==> src/rtl/lcd_axil_cmd_regs.sv <==
// rtl/lcd_axil_cmd_regs.sv - AXI4-Lite register block feeding an LCD command FIFO stream

module lcd_cmd_fifo #(
    parameter int DEPTH = 16,
    parameter int WIDTH = 9,
    parameter int LW    = $clog2(DEPTH) + 1
) (
    input  logic             clk,
    input  logic             rst,
    input  logic [WIDTH-1:0] s_tdata,
    input  logic             s_tvalid,
    output logic             s_tready,
    output logic [WIDTH-1:0] m_tdata,
    output logic             m_tvalid,
    input  logic             m_tready,
    output logic [LW-1:0]    level,
    output logic             full,
    output logic             empty
);
    localparam int PW = $clog2(DEPTH);

    logic [WIDTH-1:0] mem_q [DEPTH];
    logic [PW-1:0]    wr_ptr_q, wr_ptr_d;
    logic [PW-1:0]    rd_ptr_q, rd_ptr_d;
    logic [LW-1:0]    level_q, level_d;
    logic             push, pop;

    assign full     = (level_q == LW'(DEPTH));
    assign empty    = (level_q == '0);
    assign s_tready = !full;
    assign m_tvalid = !empty;
    assign m_tdata  = mem_q[rd_ptr_q];
    assign level    = level_q;

    // Full is judged before any same-edge pop, so a pop never makes room for a push.
    assign push = s_tvalid && s_tready;
    assign pop  = m_tvalid && m_tready;

    always_comb begin
        wr_ptr_d = wr_ptr_q;
        rd_ptr_d = rd_ptr_q;
        level_d  = level_q;
        if (push) wr_ptr_d = wr_ptr_q + PW'(1);
        if (pop)  rd_ptr_d = rd_ptr_q + PW'(1);
        case ({push, pop})
            2'b10:   level_d = level_q + LW'(1);
            2'b01:   level_d = level_q - LW'(1);
            default: level_d = level_q;
        endcase
    end

    always_ff @(posedge clk) begin
        if (rst) begin
            wr_ptr_q <= '0;
            rd_ptr_q <= '0;
            level_q  <= '0;
        end else begin
            wr_ptr_q <= wr_ptr_d;
            rd_ptr_q <= rd_ptr_d;
            level_q  <= level_d;
        end
    end

    always_ff @(posedge clk) begin
        if (push) mem_q[wr_ptr_q] <= s_tdata;
    end
endmodule

module lcd_axil_cmd_regs #(
    parameter int FIFO_DEPTH = 16,
    parameter int ADDR_WIDTH = 4
) (
    input  logic                  sys_clk,
    input  logic                  sys_rst,
    input  logic [ADDR_WIDTH-1:0] s00_axi_awaddr,
    input  logic [2:0]            s00_axi_awprot,
    input  logic                  s00_axi_awvalid,
    output logic                  s00_axi_awready,
    input  logic [31:0]           s00_axi_wdata,
    input  logic [3:0]            s00_axi_wstrb,
    input  logic                  s00_axi_wvalid,
    output logic                  s00_axi_wready,
    output logic [1:0]            s00_axi_bresp,
    output logic                  s00_axi_bvalid,
    input  logic                  s00_axi_bready,
    input  logic [ADDR_WIDTH-1:0] s00_axi_araddr,
    input  logic [2:0]            s00_axi_arprot,
    input  logic                  s00_axi_arvalid,
    output logic                  s00_axi_arready,
    output logic [31:0]           s00_axi_rdata,
    output logic [1:0]            s00_axi_rresp,
    output logic                  s00_axi_rvalid,
    input  logic                  s00_axi_rready,
    output logic                  cmd_valid,
    output logic                  cmd_rs,
    output logic [7:0]            cmd_data,
    input  logic                  cmd_ready,
    input  logic                  lcd_busy
);
    localparam int LW = $clog2(FIFO_DEPTH) + 1;
    localparam logic [1:0] A_CMD = 2'd0, A_STATUS = 2'd1, A_CTRL = 2'd2, A_SCRATCH = 2'd3;

    logic        run_q, run_d;
    logic        aw_held_q, aw_held_d, w_held_q, w_held_d;
    logic [1:0]  awaddr_q, awaddr_d;
    logic [31:0] wdata_q, wdata_d;
    logic [3:0]  wstrb_q, wstrb_d;
    logic        bvalid_q, bvalid_d;
    logic [1:0]  bresp_q, bresp_d;
    logic        rvalid_q, rvalid_d;
    logic [31:0] rdata_q, rdata_d;
    logic        ctrl_en_q, ctrl_en_d;
    logic [31:0] scratch_q, scratch_d;
    logic        ovf_q, ovf_d;

    logic        aw_acc, w_acc, ar_acc, wr_exec;
    logic [1:0]  wa;
    logic [31:0] wd, rd_mux, lvl_ext;
    logic [3:0]  ws;
    logic [7:0]  lvl_sat;
    logic [8:0]  fifo_head;
    logic [LW-1:0] fifo_level;
    logic        fifo_full, fifo_empty, fifo_s_tready, fifo_m_tvalid, push_req;
    logic        unused_ok;

    // run_q keeps every ready low while in reset and for the first cycle after it.
    assign s00_axi_awready = run_q && !aw_held_q && !bvalid_q;
    assign s00_axi_wready  = run_q && !w_held_q && !bvalid_q;
    assign s00_axi_arready = run_q && !rvalid_q;
    assign s00_axi_bvalid  = bvalid_q;
    assign s00_axi_bresp   = bresp_q;
    assign s00_axi_rvalid  = rvalid_q;
    assign s00_axi_rdata   = rdata_q;
    assign s00_axi_rresp   = 2'b00;

    assign aw_acc = s00_axi_awvalid && s00_axi_awready;
    assign w_acc  = s00_axi_wvalid && s00_axi_wready;
    assign ar_acc = s00_axi_arvalid && s00_axi_arready;

    // Execute on the edge that completes the AW/W pair, whichever arrives last.
    assign wr_exec = (aw_acc || w_acc) && (aw_acc || aw_held_q) && (w_acc || w_held_q);
    assign wa = aw_acc ? s00_axi_awaddr[3:2] : awaddr_q;
    assign wd = w_acc ? s00_axi_wdata : wdata_q;
    assign ws = w_acc ? s00_axi_wstrb : wstrb_q;

    assign push_req = wr_exec && (wa == A_CMD) && ws[0];

    lcd_cmd_fifo #(.DEPTH(FIFO_DEPTH), .WIDTH(9), .LW(LW)) u_fifo (
        .clk      (sys_clk),
        .rst      (sys_rst),
        .s_tdata  (wd[8:0]),
        .s_tvalid (push_req),
        .s_tready (fifo_s_tready),
        .m_tdata  (fifo_head),
        .m_tvalid (fifo_m_tvalid),
        .m_tready (ctrl_en_q && cmd_ready),
        .level    (fifo_level),
        .full     (fifo_full),
        .empty    (fifo_empty)
    );

    assign cmd_valid = ctrl_en_q && fifo_m_tvalid;
    assign cmd_rs    = fifo_head[8];
    assign cmd_data  = fifo_head[7:0];

    assign lvl_ext = 32'(fifo_level);
    assign lvl_sat = (lvl_ext > 32'd255) ? 8'hFF : lvl_ext[7:0];

    always_comb begin
        rd_mux = 32'd0;
        case (s00_axi_araddr[3:2])
            A_STATUS:  rd_mux = {15'd0, ovf_q, lvl_sat, 5'd0, lcd_busy, fifo_full, fifo_empty};
            A_CTRL:    rd_mux = {31'd0, ctrl_en_q};
            A_SCRATCH: rd_mux = scratch_q;
            default:   rd_mux = 32'd0;
        endcase
    end

    always_comb begin
        run_d     = 1'b1;
        aw_held_d = aw_held_q;
        w_held_d  = w_held_q;
        awaddr_d  = awaddr_q;
        wdata_d   = wdata_q;
        wstrb_d   = wstrb_q;
        bvalid_d  = bvalid_q;
        bresp_d   = bresp_q;
        rvalid_d  = rvalid_q;
        rdata_d   = rdata_q;
        ctrl_en_d = ctrl_en_q;
        scratch_d = scratch_q;
        ovf_d     = ovf_q;

        if (bvalid_q && s00_axi_bready) begin
            bvalid_d  = 1'b0;
            aw_held_d = 1'b0;
            w_held_d  = 1'b0;
        end else begin
            if (aw_acc) begin
                aw_held_d = 1'b1;
                awaddr_d  = s00_axi_awaddr[3:2];
            end
            if (w_acc) begin
                w_held_d = 1'b1;
                wdata_d  = s00_axi_wdata;
                wstrb_d  = s00_axi_wstrb;
            end
        end

        if (wr_exec) begin
            bvalid_d = 1'b1;
            bresp_d  = 2'b00;
            case (wa)
                A_CMD: if (ws[0] && !fifo_s_tready) begin
                    bresp_d = 2'b10;
                    ovf_d   = 1'b1;
                end
                A_STATUS: if (ws[2] && wd[16]) ovf_d = 1'b0;
                A_CTRL:   if (ws[0]) ctrl_en_d = wd[0];
                default: begin
                    for (int b = 0; b < 4; b++)
                        if (ws[b]) scratch_d[8*b +: 8] = wd[8*b +: 8];
                end
            endcase
        end

        if (rvalid_q && s00_axi_rready) rvalid_d = 1'b0;
        if (ar_acc) begin
            rvalid_d = 1'b1;
            rdata_d  = rd_mux;
        end
    end

    always_ff @(posedge sys_clk) begin
        if (sys_rst) begin
            run_q     <= 1'b0;
            aw_held_q <= 1'b0;
            w_held_q  <= 1'b0;
            awaddr_q  <= '0;
            wdata_q   <= '0;
            wstrb_q   <= '0;
            bvalid_q  <= 1'b0;
            bresp_q   <= 2'b00;
            rvalid_q  <= 1'b0;
            rdata_q   <= '0;
            ctrl_en_q <= 1'b0;
            scratch_q <= '0;
            ovf_q     <= 1'b0;
        end else begin
            run_q     <= run_d;
            aw_held_q <= aw_held_d;
            w_held_q  <= w_held_d;
            awaddr_q  <= awaddr_d;
            wdata_q   <= wdata_d;
            wstrb_q   <= wstrb_d;
            bvalid_q  <= bvalid_d;
            bresp_q   <= bresp_d;
            rvalid_q  <= rvalid_d;
            rdata_q   <= rdata_d;
            ctrl_en_q <= ctrl_en_d;
            scratch_q <= scratch_d;
            ovf_q     <= ovf_d;
        end
    end

    assign unused_ok = ^{s00_axi_awprot, s00_axi_arprot, s00_axi_awaddr, s00_axi_araddr};
endmodule

==> config.mk <==
export PLATFORM = sky130hd
export DESIGN_NAME = lcd_axil_cmd_regs
export DESIGN_NICKNAME = d
export VERILOG_FILES = /design/src/rtl/lcd_axil_cmd_regs.sv
export SDC_FILE = /design/constraint.sdc
export NUM_CORES = 1
export LEC_CHECK = 0
export ABC_AREA = 1
export BUFFER_PORTS_ARGS = -buffer_cell sky130_fd_sc_hd__buf_2
export CORE_MARGIN = 2
export CORE_UTILIZATION = 55
export CTS_BUF_LIST = sky130_fd_sc_hd__clkbuf_16
export CTS_CLUSTER_SIZE = 30
export DETAILED_ROUTE_END_ITERATION = 10
export GPL_TIMING_DRIVEN = 0
export PLACE_DENSITY = 0.82
export SLEW_MARGIN = 30
export SYNTH_ARGS = -nofsm -noshare
export SYNTH_HDL_FRONTEND = slang
export SYNTH_SLANG_ARGS = --single-unit
==> constraint.sdc <==
create_clock -name sys_clk -period 6.1 [get_ports sys_clk]
set_input_delay 0.305 -clock sys_clk [delete_from_list [all_inputs] [get_ports sys_clk]]
set_output_delay 0.305 -clock sys_clk [all_outputs]
set_load 0.01 [all_outputs]
==> results.cfg <==
[status]
status = complete, no violations

[synth]
synth_top_area_share_pct = 38.3
netlist_area_um2 = 11300
synth_compound_area_share_pct = 10.6
yosysUniqueCellTypes = 36
seq_area_frac_synth_pct = 60.8
netlist_instances = 1175
synth.area.top_cells = edfxtp_1 38%, dfxtp_1 23%, nand2_1 5.6%, inv_1 5.1%, a21oi_1 4.0%
post-synth-top-area-cell = edfxtp_1
avgSynthCellArea_um2 = 9.61
synth-edff-count = 144
synthXorXnorAreaFrac_pct = 0.388
synth_top_family_by_area = simple AND/OR/NAND/NOR gates
yosysWarnings = 0
synth_mux_area_share_pct = 3.19
yosys.area_share.adder_pct = 0.886
postSynth.asyncResetShare_pct = 0
post_synth_and_or_nand_nor_area_fraction_pct = 16.6
synthFlopType = edfxtp_1
synth-seq-cells = 271

[worst_setup_path]
ff2ff_setup_slack_ns = 3.21
crit_path_end_kind = output port
crit_arrival_ns = 2.66
reg2regPathDepth = 17
path_class = register to output port
crit_chain = buf_2 -> buf_2 -> clkbuf_1 -> a21oi_1 -> o21ai_0 -> o211ai_1 -> nand3_1 -> nand2_1 -> buf_2
r2r-start = s00_axi_bvalid$_SDFFE_PP0P_
cp_slowest_stage_delay_ns = 0.45
startpoint_type = register
critPathSlowestCell = clkbuf_1
r2r-end = u_fifo.level[4]$_SDFFE_PP0P_
crit_fanout = 10
path_common_cell = buf_2
worst_ep_required_time_ns = 5.79

[detailed_routing]
drtPass1Iterations = 5
totalWireLength_um = 27500
wl_per_cell_um = 17.3
vias_per_cell = 5.51
antenna_left = 0
vias = 8771
remaining_drc_errors = 0
drt_iter0_markers = 786

[sta]
clock_skew_ns = 0.0151
worstMarginPinSlew_ns = 1.02
finalSetupViolations = 0
max_freq_mhz = 337
post-route-min-period_ns = 2.96
setup_tns_ns = 0
whs_ns = 0.0326
slew_viol_final = 0
rsz0062_at_grt = false
finalHoldViolCount = 0
finalCritPeriodShare_pct = 48.6
maxSlewHeadroom_pct = 31.6

[layout]
nets = 1368
final_cells = 1592
syn2layout_area_growth_pct = 14.4
mostFrequentLayoutCell = nand2_1
final_layout_size_suffix_gt1_share_pct = 13.9
layout_common_cells = 170 x nand2_1, 159 x inv_1, 144 x edfxtp_1
n_antenna_cell = 0

[global_route]
grt_first_pass_wirelength_um = 42500
grt_util_met3_pct = 4.41
antenna_found_initial = 0
grt_use_met2_pct = 41.0
grt_use_total_pct = 25.1
use_met1_pct = 34.8
grt_max_degree = 19
grt_pass1_vias = 7985
overflow = 0
top_usage_layer = met2

[job]
cap_violations = 0

[die]
die_y_um = 147
core_area_um2 = 20200
die-area_um2 = 21700
io_pins = 110
std_cell_rows = 52
die_w_um = 147
start_util_pct = 56.0

[clocking]
h-tree-depth = 1
path_clk_slew_ns = 0.06
post_cts_resized = 0
root_buffer = clkbuf_16
post_cts_buffers = 0
postCtsHoldBufs = 0
cts_buffer_depth = 3
cts_tree = built
cts-buffers-inserted = 27
cts_sinks = 271
clk_latency_ns = 0.53

[worst_hold_path]
holdPathStages = 4
hold_end = s00_axi_rvalid$_SDFFE_PP0P_
hp-start = s00_axi_rready
min_path_type = input port to register

[place]
dp_cells = 1542
dp_hpwl_um = 18900
gp_congestion = 0.942
numPortBuffers = 95

[power]
total_leakage_power_uw = 0.00523
irDropWorstVdd_mv = 0.198
powerDensity_nw_per_um2 = 286
[how the worst max path moves through the flow]
| stage | slack (ns) | endpoint | startpoint |
|---|---|---|---|
| after detailed placement | 3.27 | u_fifo.level[4]$_SDFFE_PP0P_ | s00_axi_bvalid$_SDFFE_PP0P_ |
| after global routing | 2.94 | u_fifo.level[4]$_SDFFE_PP0P_ | run_q$_DFF_P_ |
| after global placement | 3.33 | u_fifo.level[4]$_SDFFE_PP0P_ | run_q$_DFF_P_ |
| after CTS | 3.18 | cmd_data[1] | register |
| final | 3.14 | cmd_data[1] | register |
| after floorplan | 3.64 | u_fifo.level[4]$_SDFFE_PP0P_ | s00_axi_bvalid$_SDFFE_PP0P_ |
[synth_stat cells (all sizes together), types with 24 or more instances]
cell,number
nor2,113
mux2i,36
buf,24
o211ai,37
edfxtp,144
inv,156
a21oi,90
clkbuf,36
dfxtp,127
nand3,87
nand2,178
o21ai,89
or2,31
[power by group]
group / internal, uW / switching [uW] / leakage [uW]
sequential: 1960 / 10.2 / 0.00234
clock: 845 / 673 / 0.000415
combinational: 54.6 / 153 / 0.00247
[flip-flops by register name (all words and copies together) (netlist names), 2 cells and up, named ones only]
signal / cells
awaddr_q: 2
wdata_q: 32
u_fifo.mem_q: 144
s00_axi_rdata: 32
u_fifo.wr_ptr_q: 4
u_fifo.level: 5
wstrb_q: 4
scratch_q: 32
u_fifo.rd_ptr_q: 4
[worst max-delay path: cells and delay by family (launching register included)]
kind                   cells  cell delay, ns
AO/OA/AOI/OAI              3            0.45
AND/OR/NAND/NOR            2            0.22
flip-flops                 1            0.31
buffers and inverters      4            1.15
[kinds of logic (layout without fill, tap and decap cells)]
kind of cell / Yosys count / after routing
other cells: 1 / 3
compound gates: 218 / 218
simple gates: 418 / 418
xor+xnor: 5 / 5
buf+inv: 218 / 363
flops: 271 / 271
mux: 36 / 36
fa+ha+maj: 8 / 8
[routing by layer]
metal  part of all wire (%)  up-vias
met5                      0        -
met3                    9.0       54
li1                       -     4149
met4                    2.4        0
met2                     47      441
met1                     41     4127
[area by class of cell]
class	instances	area, um2
Clock buffer	27	676
Sequential cell	271	6870
Fill cell	1540	7240
Tap cell	270	338
Inverter	158	593
Clock inverter	23	133
Timing Repair Buffer	95	475
Buffer	60	262
Multi-Input combinational cell	688	3590
[per-stage QoR]
step	util [%]	instance area (um2)	setup slack (ns)	power (uW)
CTS	64.1	12900	3.18	3700
floorplan	-	11300	3.64	2130
global placement	60.1	12100	3.33	2210
detailed placement	60.1	12100	3.27	2210
finish	64.1	12900	3.14	3700
global route	64.1	12900	2.94	3800
No activity file was read; power rests on OpenSTA's default activity.
